### config.mk
export PLATFORM = sky130hd
export DESIGN_NAME = image_frame_sequencer
export DESIGN_NICKNAME = d
export VERILOG_FILES = /design/src/rtl/image_frame_sequencer.sv
export SDC_FILE = /design/constraint.sdc
export NUM_CORES = 1
export LEC_CHECK = 0
export CAP_MARGIN = 20
export CELL_PAD_IN_SITES_DETAIL_PLACEMENT = 0
export CELL_PAD_IN_SITES_GLOBAL_PLACEMENT = 1
export CORE_ASPECT_RATIO = 1.1
export CORE_UTILIZATION = 37
export DETAILED_ROUTE_END_ITERATION = 8
export GPL_TIMING_DRIVEN = 1
export PLACE_DENSITY = 0.92
export SYNTH_ARGS = -nofsm -noshare
export SYNTH_HDL_FRONTEND = slang
export SYNTH_SLANG_ARGS = --single-unit
### constraint.sdc
create_clock -name clk -period 3.45 [get_ports clk]
set_clock_uncertainty 0.1 [all_clocks]
set_input_delay 0.345 -clock clk [delete_from_list [all_inputs] [get_ports clk]]
set_output_delay 0.345 -clock clk [all_outputs]
set_load 0.02 [all_outputs]
### src/rtl/image_frame_sequencer.sv
// Frame sequencer for a raster filter datapath: loads a WIDTH x DEPTH image, steps the filter over
// every pixel, then drains the result, walking (x,y) in raster order in each phase.
module image_frame_sequencer #(
  parameter int unsigned WIDTH = 410,
  parameter int unsigned DEPTH = 361,
  parameter int unsigned CW    = 9
) (
  input  logic          clk,
  input  logic          rst,
  input  logic          start,
  input  logic [1:0]    mode,
  input  logic          abort,
  input  logic          in_valid,
  output logic          in_ready,
  input  logic          out_ready,
  output logic          out_valid,
  output logic          load_en,
  output logic          proc_en,
  output logic [1:0]    filt_sel,
  output logic [CW-1:0] x,
  output logic [CW-1:0] y,
  output logic          busy,
  output logic          done
);

  localparam logic [CW-1:0] XLast = CW'(WIDTH - 1);
  localparam logic [CW-1:0] YLast = CW'(DEPTH - 1);

  typedef enum logic [2:0] {StIdle, StLoad, StProc, StDrain, StDone} state_e;

  state_e        state_q, state_d;
  logic [CW-1:0] x_q, x_d, y_q, y_d;
  logic [1:0]    filt_sel_q, filt_sel_d;
  logic          step;
  logic          last;

  assign last = (x_q == XLast) && (y_q == YLast);

  always_comb begin
    state_d    = state_q;
    x_d        = x_q;
    y_d        = y_q;
    filt_sel_d = filt_sel_q;
    step       = 1'b0;

    unique case (state_q)
      StIdle: begin
        if (start) begin
          filt_sel_d = mode;
          x_d        = '0;
          y_d        = '0;
          state_d    = StLoad;
        end
      end
      StLoad:  step = in_valid;
      StProc:  step = 1'b1;
      StDrain: step = out_ready;
      StDone:  state_d = StIdle;
      default: state_d = StIdle;
    endcase

    if (step) begin
      if (x_q == XLast) begin
        x_d = '0;
        y_d = (y_q == YLast) ? '0 : y_q + 1'b1;
      end else begin
        x_d = x_q + 1'b1;
      end
      if (last) begin
        case (state_q)
          StLoad:  state_d = StProc;
          StProc:  state_d = StDrain;
          StDrain: state_d = StDone;
          default: state_d = state_q;
        endcase
      end
    end

    // Abort overrides any same-cycle accept or phase change.
    if (abort && (state_q != StIdle)) begin
      state_d = StIdle;
      x_d     = '0;
      y_d     = '0;
    end
  end

  always_ff @(posedge clk) begin
    if (rst) begin
      state_q    <= StIdle;
      x_q        <= '0;
      y_q        <= '0;
      filt_sel_q <= '0;
    end else begin
      state_q    <= state_d;
      x_q        <= x_d;
      y_q        <= y_d;
      filt_sel_q <= filt_sel_d;
    end
  end

  // load_en is the raw-image write strobe, so it follows in_valid within LOAD.
  assign in_ready  = (state_q == StLoad);
  assign load_en   = in_ready & in_valid;
  assign proc_en   = (state_q == StProc);
  assign out_valid = (state_q == StDrain);
  assign done      = (state_q == StDone);
  assign busy      = (state_q != StIdle);
  assign filt_sel  = filt_sel_q;
  assign x         = x_q;
  assign y         = y_q;

endmodule

==> flow_metrics.env <==
export IMPL_relSlewSlack=0.508
export IMPL_irDropWorstVdd_v=0.000139
export IMPL_cts_tree="built"
export IMPL_startpoint="x[0]"
export IMPL_cp_endpoint="y[3]"
export IMPL_multi_input_comb_area_um2=791
export IMPL_postLayoutCoreUtil=0.508
export IMPL_final_fill_count=333
export IMPL_critPathBufInv=0
export IMPL_ff2ff_setup_slack_ns=1.11
export IMPL_hpwlAfterDp_um=2350
export IMPL_cp_arrival_ns=2.48
export IMPL_routed_wl_um=3120
export IMPL_place_ws_ns=1.16
export IMPL_antenna_found_initial=0
export IMPL_cts_sinks=23
export IMPL_tns_ns=0
export IMPL_dp_cells=232
export IMPL_setup_ws_ns=1.11
export IMPL_ys_flop_type="dfxtp_1"
export IMPL_die_area_mm2=0.00375
export IMPL_slew_violations=0
export IMPL_antenna_cells=0
export IMPL_ys_warn_count=0
export IMPL_rr_startpoint="x[0]"
export IMPL_postLayoutCellArea_mm2=0.00169
export IMPL_worstSetupPathType="flip-flop to flip-flop"
export IMPL_design_core_area_mm2=0.00333
export IMPL_avgViaCountPerCell=5.43
export IMPL_cts_made_buffers=3
export IMPL_drt_iter0_markers=52
export IMPL_min_period_ns=2.34
export IMPL_grt_pass1_wl_um=5390
export IMPL_wire_per_inst_um=13.2
export IMPL_slowest_stage="nor3_2"
export IMPL_grt_usage=0.179
export IMPL_whs_ns=0.417
export IMPL_finalHoldViolations=0
export IMPL_globalRoute_busiestLayer="met2"
export IMPL_grt_pass1_vias=1205
export IMPL_synth_seq_area_share=0.355
export IMPL_drive_gt1_frac=0.0904
export IMPL_final_cell_mix="clkdlybuf4s50_1, dfxtp_1, nand2_1, nor2_1, nand3_1"
export IMPL_dieWidth_um=58.5
export IMPL_crit_chain="ha_1, nor4bb_1, nand4_1, nor3_2, nand3_1, a31oi_1"
export IMPL_drc=0
export IMPL_cts_root_buf="clkbuf_4"
export IMPL_period_share=0.677
export IMPL_place_area_mm2=0.00166
export IMPL_layout_commonest_cell="clkdlybuf4s50_1"
export IMPL_rows=22
export IMPL_start_util=0.390
export IMPL_grt_util_met1=0.231
export IMPL_max_freq_ghz=0.428
export IMPL_syn_inst=156
export IMPL_p_per_area_mw_per_mm2=271
export IMPL_syn_num_nets=168
export IMPL_max_cap_viol_count=0
export IMPL_areaGrowthSynthToFinish_pct=30.4
export IMPL_cts_setup_buffers=0
export IMPL_async_flop_share=0
export IMPL_ys_seq_elements=23
export IMPL_io_buffers=33
export IMPL_p_leak_nw=0.562
export IMPL_io_pins=34
export IMPL_postRouteAntennaNets=0
export IMPL_rsz0062_at_grt="false"
export IMPL_overflow=0
export IMPL_cts_max_path_buffers=2
export IMPL_clk_latency_ns=0.31
export IMPL_h_tree_depth=1
export IMPL_die_y_um=64.1
export IMPL_tightest_slew_ns=0.739
export IMPL_register_area_um2=460
export IMPL_syn_avg_cell_area_um2=8.32
export IMPL_first_pass_iters=4
export IMPL_ctsHoldBuffers=0
export IMPL_worst_r2r_endpoint="y[3]"
export IMPL_crit_family="simple AND/OR/NAND/NOR gates"
export IMPL_ff2ff_path_depth=6
export IMPL_use_met2=0.303
export IMPL_p_total_mw=0.458
export IMPL_num_vias=1281
export IMPL_synth_distinct_cells=43
export IMPL_endpoint_kind="flip-flop"
export IMPL_hp_class="flip-flop to flip-flop"
export IMPL_grt_max_degree=19
export IMPL_synth_area_mm2=0.00130
export IMPL_finalNetCount=201
export IMPL_startpoint_type="flip-flop"
export IMPL_synth_edf_count=0
export IMPL_stdcell_count=236
export IMPL_cts_resized=0
export IMPL_setup_viol=0
export IMPL_gp_congestion=0.808
export IMPL_path_clk_slew_ns=0.13
export IMPL_crit_cells=6
export IMPL_grt_util_met3=0.0385
export IMPL_worst_path_max_fanout=11
export IMPL_run_status="finished clean"
export IMPL_max_stage_delay_ns=0.58
export IMPL_cp_data_required_time_ns=3.59
[per-layer routing]
layer  vias to the layer above  routed length (um)
li1                        635                   -
met1                       617                1420
met5                         -                   0
met3                         2                 128
met4                         0                  16
met2                        27                1550
[worst min-delay path by stage]
stage / from / end / slack [ns] / depth (start not counted)
floorplan: rst / filt_sel[0] / 0.32 / 1
global placement: filt_sel[1] / filt_sel[1] / 0.38 / 2
detailed placement: filt_sel[1] / filt_sel[1] / 0.39 / 2
CTS: filt_sel[1] / filt_sel[1] / 0.42 / 2
global route: x[4] / x[4] / 0.46 / 1
finish: filt_sel[1] / filt_sel[1] / 0.42 / 2
[power by group]
group / internal, mW / switching, mW / total, mW
clock: 0.0434 / 0.0823 / 0.126
combinational: 0.0246 / 0.0354 / 0.0600
sequential: 0.269 / 0.00387 / 0.273
[Yosys cell counts, drive strengths merged (2+ instances only)]
| cell type | count | area (um2) |
|---|---|---|
| ha | 4 | 50.1 |
| or2 | 2 | 12.5 |
| nor2 | 16 | 62.6 |
| a21o | 2 | 15.0 |
| nor3b | 3 | 27.5 |
| inv | 6 | 22.5 |
| and3 | 2 | 12.5 |
| mux2i | 4 | 40.0 |
| a21oi | 8 | 47.6 |
| nand3b | 6 | 45.0 |
| a311oi | 3 | 45.0 |
| a41oi | 3 | 26.3 |
| nand2 | 19 | 71.3 |
| nand2b | 2 | 12.5 |
| nor2b | 2 | 12.5 |
| buf | 4 | 20.0 |
| o21ai | 3 | 15.0 |
| nor3 | 9 | 60.1 |
| a31oi | 7 | 43.8 |
| dfxtp | 23 | 460 |
| nand3 | 11 | 55.1 |
[area by class of cell]
class,count,area share
Clock buffer,3,0.0133
Tap cell,48,0.0355
Inverter,6,0.0133
Sequential cell,23,0.272
Timing Repair Buffer,33,0.195
Clock inverter,1,0.00296
Multi-Input combinational cell,122,0.467
[worst min-delay path, cell delays in order, from the launching register on]
cell and delay, ns:
dfxtp_1 0.35, mux2i_1 0.06, nor2_1 0.08
[state kept, by name (all words and copies together), names as in the netlist]
signal / count
x: 9
y: 9
state_q: 3
filt_sel: 2
[cells by family (layout without fill, tap and decap cells)]
logic type      count (synthesis)  in the layout  share of synthesized area
flops                          23             23                      0.355
buf+inv                        11             43                     0.0357
fa+ha+maj                       4              4                     0.0386
simple gates                   80             80                      0.338
mux                             4              4                     0.0309
compound gates                 34             34                      0.202
Note: power is estimated with default switching activity, not from simulation.
